$ cat config.mk
export PLATFORM = sky130hd
export DESIGN_NAME = branch_ctrl
export DESIGN_NICKNAME = d
export VERILOG_FILES = /design/src/rtl/branch_ctrl_pkg.sv /design/src/rtl/branch_ctrl_fifo.sv /design/src/rtl/branch_ctrl.sv
export SDC_FILE = /design/constraint.sdc
export NUM_CORES = 1
export LEC_CHECK = 0
export ABC_AREA = 1
export CAP_MARGIN = 20
export CELL_PAD_IN_SITES_DETAIL_PLACEMENT = 1
export CELL_PAD_IN_SITES_GLOBAL_PLACEMENT = 2
export CORE_UTILIZATION = 38
export CTS_BUF_LIST = sky130_fd_sc_hd__clkbuf_16
export DETAILED_ROUTE_END_ITERATION = 6
export PLACE_DENSITY = 0.82
export SYNTH_ARGS = -nofsm -noshare
export SYNTH_HDL_FRONTEND = slang
export SYNTH_SLANG_ARGS = --single-unit
$ cat constraint.sdc
create_clock -name clk -period 17.5 [get_ports clk]
set_input_delay 1.75 -clock clk [delete_from_list [all_inputs] [get_ports clk]]
set_output_delay 1.75 -clock clk [all_outputs]
set_load 0.02 [all_outputs]
$ cat src/rtl/branch_ctrl_pkg.sv
// Shared types for the decode-stage branch predictor and its resolution controller.
package branch_ctrl_pkg;

    typedef logic [63:0] word_t;
    typedef logic        u1;

    typedef struct packed {
        word_t pc;
        u1     taken;
        word_t target;
    } bp_entry_t;

    typedef enum logic [0:0] {
        BP_RUN      = 1'b0,
        BP_REDIRECT = 1'b1
    } bpctrl_state_t;

    localparam word_t INSN_BYTES = 64'd4;

    // Not-taken branches resume at the next sequential instruction.
    function automatic word_t fallthrough_pc(input word_t pc);
        return pc + INSN_BYTES;
    endfunction

endpackage

$ cat src/rtl/branch_ctrl_fifo.sv
// In-order tracker of predicted branches; clear empties it in one cycle.
module bp_fifo #(
    parameter int  DEPTH   = 4,
    parameter type entry_t = logic [7:0],
    localparam int AW      = (DEPTH > 1) ? $clog2(DEPTH) : 1,
    localparam int CW      = $clog2(DEPTH) + 1
) (
    input  logic          clk,
    input  logic          reset,
    input  logic          push,
    input  entry_t        push_data,
    input  logic          pop,
    input  logic          clear,
    output entry_t        head,
    output logic [CW-1:0] count,
    output logic          full
);

    entry_t        mem [DEPTH];
    logic [AW-1:0] wr_ptr;
    logic [AW-1:0] rd_ptr;
    logic          do_pop;
    logic          do_push;

    assign full    = (count == CW'(DEPTH));
    assign do_pop  = pop && (count != '0);
    // A full tracker still accepts a push when the head leaves in the same cycle.
    assign do_push = push && (!full || do_pop);
    assign head    = mem[rd_ptr];

    always_ff @(posedge clk) begin
        if (reset || clear) begin
            wr_ptr <= '0;
            rd_ptr <= '0;
            count  <= '0;
        end else begin
            if (do_push) wr_ptr <= wr_ptr + AW'(1);
            if (do_pop)  rd_ptr <= rd_ptr + AW'(1);
            count <= count + CW'(do_push) - CW'(do_pop);
        end
    end

    always_ff @(posedge clk) begin
        if (do_push) mem[wr_ptr] <= push_data;
    end

endmodule

$ cat src/rtl/branch_ctrl.sv
// Checks decode's branch predictions against execute and sequences mispredict recovery.
module branch_ctrl
    import branch_ctrl_pkg::*;
#(
    parameter int DEPTH = 4
) (
    input  logic        clk,
    input  logic        reset,
    input  logic        pred_valid,
    input  logic [63:0] pred_pc,
    input  logic        pred_taken,
    input  logic [63:0] pred_target,
    input  logic        res_valid,
    input  logic        res_taken,
    input  logic [63:0] res_target,
    input  logic        redirect_ready,
    output logic        full,
    output logic        redirect_valid,
    output logic [63:0] redirect_pc,
    output logic        flush_fd,
    output logic        upd_valid,
    output logic        upd_taken,
    output logic [31:0] branch_cnt,
    output logic [31:0] mispred_cnt,
    output logic        err
);

    localparam int CW = $clog2(DEPTH) + 1;

    bpctrl_state_t state;
    bp_entry_t     head;
    bp_entry_t     push_entry;
    logic [CW-1:0] count;
    logic          in_run;
    logic          empty;
    logic          legal_res;
    logic          head_mis;
    logic          mispred;
    logic          fifo_push;
    logic          fifo_pop;
    logic          err_set;
    word_t         correct_pc;

    assign in_run     = (state == BP_RUN);
    assign empty      = (count == '0);
    assign legal_res  = in_run && res_valid && !empty;
    assign head_mis   = (res_taken != head.taken) || (res_taken && (res_target != head.target));
    assign mispred    = legal_res && head_mis;
    assign correct_pc = res_taken ? res_target : fallthrough_pc(head.pc);

    // A push alongside a mispredicting pop is wrong-path and is dropped by the clear.
    assign fifo_push  = in_run && pred_valid && !mispred;
    assign fifo_pop   = legal_res && !mispred;
    assign push_entry = '{pc: pred_pc, taken: pred_taken, target: pred_target};

    assign err_set = (!in_run && res_valid)
                   || (in_run && res_valid && empty)
                   || (in_run && pred_valid && full && !legal_res);

    assign redirect_valid = (state == BP_REDIRECT);

    bp_fifo #(
        .DEPTH   (DEPTH),
        .entry_t (bp_entry_t)
    ) u_fifo (
        .clk       (clk),
        .reset     (reset),
        .push      (fifo_push),
        .push_data (push_entry),
        .pop       (fifo_pop),
        .clear     (mispred),
        .head      (head),
        .count     (count),
        .full      (full)
    );

    always_ff @(posedge clk) begin
        if (reset) begin
            state       <= BP_RUN;
            redirect_pc <= '0;
            flush_fd    <= 1'b0;
            upd_valid   <= 1'b0;
            upd_taken   <= 1'b0;
            branch_cnt  <= '0;
            mispred_cnt <= '0;
            err         <= 1'b0;
        end else begin
            flush_fd  <= mispred;
            upd_valid <= legal_res;
            upd_taken <= legal_res && res_taken;
            if (legal_res) branch_cnt <= branch_cnt + 32'd1;
            if (err_set)   err        <= 1'b1;
            case (state)
                BP_RUN: begin
                    if (mispred) begin
                        state       <= BP_REDIRECT;
                        redirect_pc <= correct_pc;
                        mispred_cnt <= mispred_cnt + 32'd1;
                    end
                end
                BP_REDIRECT: begin
                    if (redirect_ready) state <= BP_RUN;
                end
                default: state <= BP_RUN;
            endcase
        end
    end

endmodule

==> metrics.txt <==
status=finished clean; Top Ports=approximately 330; Max clock buf depth=3; post_cts resized=0; crit-path max FO=84; antenna viol nets, final=0; worst hold path class=reg -> reg; DIE AREA=between 0.07 and 0.08 mm^2; Clock Sink Count=approximately 660; setup bufs post-CTS=0; Pre-antenna DRT Iters=5; multi-input logic area=~0.010 mm^2; VDD IR max=around 0.08 mV; first-pass GRT wire length=between 150 and 200 mm; port bufs=approximately 330; most frequent CP cell=nand2_1; sequential cell area=around 0.018 mm^2; Worst EP required=17.74 ns; Cells after Synth=roughly 3200; Seq cells post-synth=around 660; RD Place Congestion=a little under 0.9; worst skew pair latency=between 0.6 and 0.7 ns; Commonest cells post-synth=1205 x nand2_1, 516 x edfxtp_1, 398 x nand3_1; Leakage=around 0.014 uW; post-synth cell types=45; EDFF count, synth=516; Hold Crit Depth=2; Power Total=slightly below 5000 uW; largest net degree at the start of global routing=130; syn nets=approximately 3400; core area=a little under 0.08 mm^2; most frequent cell after synthesis=nand2_1; CTS buffer count=between 70 and 80; chip height=between 200 and 300 um; minimum clock period=approximately 6.8 ns; WP data arrival=between 7 and 8 ns; GRT Util Overall=0.2737; Final Hold Viols=0; clk_skew=0.02751 ns; fmax=~0.15 GHz; Nets=3691; Hold-fix buffers, CTS=0; Tcrit/Tclk final=0.3894; global route overflow=0; reg-to-reg critical path endpoint=u_fifo.mem[0][122]; Die W=281.5 um; synthesized area=around 0.030 mm^2; Max Cap Viol=0; Placed Cells=4443; R2R depth=18; Setup violations, final=0; routed wire length=around 110 mm; power per cell area=around 130 mW/mm^2; initial antenna violation count=7; 1st-iter DRT viols=about 1700; Layout area overhead=22.92%; HPWL Detailed=~77 mm; R2R Setup Slk=approximately 11 ns; WS Path Type=reg -> reg; worst hold start=redirect_pc[50]; crit-path cells=buf_4 -> buf_4 -> nand2_1 -> nand2_1 -> nand2_1 -> o21ai_1 -> nand2_1 -> nor2_1 -> nand2_1 -> nor2_1 -> nand3_1 -> nor2_1 -> nand2_1 -> buf_4 -> nand3_4 -> nand2_1 -> nor2_4 -> buf_4; Worst path max stage delay=about 0.93 ns; post-synth top area share=0.5218; clk slew on worst S/H paths=approximately 0.060 ns; Starting Density=0.3839; mean number of vias per cell=between 5 and 6; # rows=102; Slew @ Worst Pin=about 1.2 ns; Crit. End Element=flip-flop; Hold Path Sink=redirect_pc[50]; critical path's slowest cell=nor2_4; Post-route DRC=0; Avg WL per Cell=around 24 um; yosys warns=0; Filler cells=8684; depth of the CTS H-tree=3; share of post-route cells with drive strength above 1=0.05610; RSZ-0062 raised after global routing=no; synth top area cells=edfxtp_1 52%, nand2_1 15%, dfxtp_1 9.6%; worst rel slew slack=0.1787; post-route setup TNS=0 ns; register area share after synthesis=0.6176; Critical path buffers and inverters=4; mean post-synth cell area=between 9 and 10 um^2; cell family with most CP delay=simple AND/OR/NAND/NOR gates; final non-filler cell total=about 4600; Top FF cell, synth=edfxtp_1; asr flop ratio synth=0; Worst Setup Start Kind=flip-flop; CTS root buffer=clkbuf_16; vias in the first global route=~25000; leading area contributor after synthesis=edfxtp_1; Vias=24320; max-slew violations=0; TritonCTS clock tree=built
[registers in the layout (all words and copies together) (netlist names), named ones only]
signal,count
u_fifo.count,3
flush_fd,1
upd_valid,1
redirect_pc,64
err,1
branch_cnt,32
mispred_cnt,32
redirect_valid,1
u_fifo.rd_ptr,2
u_fifo.wr_ptr,2
upd_taken,1
u_fifo.mem,516
[area by class of cell]
class                           instances  area share
Timing Repair Buffer                  356     0.09640
Clock buffer                           80     0.05485
Tap cell                             1040     0.03565
Inverter                              138     0.01443
Sequential cell                       658      0.5026
Antenna cell                            4   0.0002742
Clock inverter                         64     0.01981
Multi-Input combinational cell       2251      0.2760
[metal layers]
metal	global-route usage	wire length [um]	vias to the layer above
met5	0	27	-
met4	0.07260	2298	4
met3	0.04301	6543	109
met2	0.4529	51560	730
met1	0.3730	48410	12160
li1	-	-	11330
[metrics by stage]
step | utilization | setup WS, ns | cell area (um^2) | hold slack, ns
final | 0.4719 | 10.69 | 36500 | 0.4470
after CTS | 0.4718 | 10.62 | 36490 | 0.4500
after global routing | 0.4719 | 10.20 | 36500 | 0.4663
after floorplan | - | 8.680 | 29690 | 0.4626
after global placement | 0.4366 | 10.77 | 33760 | 0.4283
after detailed placement | 0.4366 | 10.67 | 33760 | 0.4354
[cell usage in the layout, fill, tap and decap left out, types with 3 or more instances in the layout]
cell type,instances
edfxtp_1,516
inv_2,3
diode_2,4
nor4_1,9
o21ai_0,37
a31oi_1,3
clkdlybuf4s50_1,330
and2_1,4
nand2_1,1205
or2_2,20
clkinv_2,14
clkinvlp_4,3
a21oi_1,59
buf_4,22
xor2_1,50
clkbuf_16,80
nor2_4,7
clkinv_1,17
ha_1,9
inv_6,3
nor2_1,257
o21a_1,3
dfxtp_1,140
o21ai_1,12
nor3_1,32
nand3b_1,6
bufinv_16,14
nand4_1,90
inv_1,141
nor2_2,16
xnor2_1,17
nand3_1,398
[power by group]
group	internal (uW)	switching, uW	leakage (uW)
sequential	1950	84.4	0.00587
combinational	315	792	0.00638
clock	1040	681	0.00137
total	3310	1560	0.0136
[tightest hold or removal path, stage by stage, from the launching register on]
cell	delay, ns
dfxtp_1	0.32
nand2_1	0.05
nand2_1	0.04
[worst max path at each step]
stage / slack [ns] / cells after the start / end / from
finish: 10.69 / 18 / u_fifo.mem[0][122] / flip-flop
global route: 10.20 / 18 / u_fifo.mem[0][122] / flip-flop
CTS: 10.62 / 18 / u_fifo.mem[0][122] / flip-flop
detailed placement: 10.67 / 18 / u_fifo.mem[0][12] / flip-flop
global placement: 10.77 / 18 / u_fifo.mem[0][12] / flip-flop
floorplan: 8.68 / 11 / u_fifo.mem[0][0] / res_taken
[cell families (layout without fill, tap and decap cells)]
| kind of cell | after synthesis | after routing | synth area share |
|---|---|---|---|
| AOI/OAI and AO/OA | 124 | 124 | 0.02225 |
| xor gates and xnor gates | 67 | 67 | 0.01976 |
| adders and majority gates | 10 | 10 | 0.004467 |
| buffers and inverters | 275 | 638 | 0.04450 |
| DFF | 658 | 658 | 0.6176 |
| other | 0 | 4 | 0 |
| and+or+nand+nor | 2050 | 2050 | 0.2915 |
(Power assumes the default switching activity.)
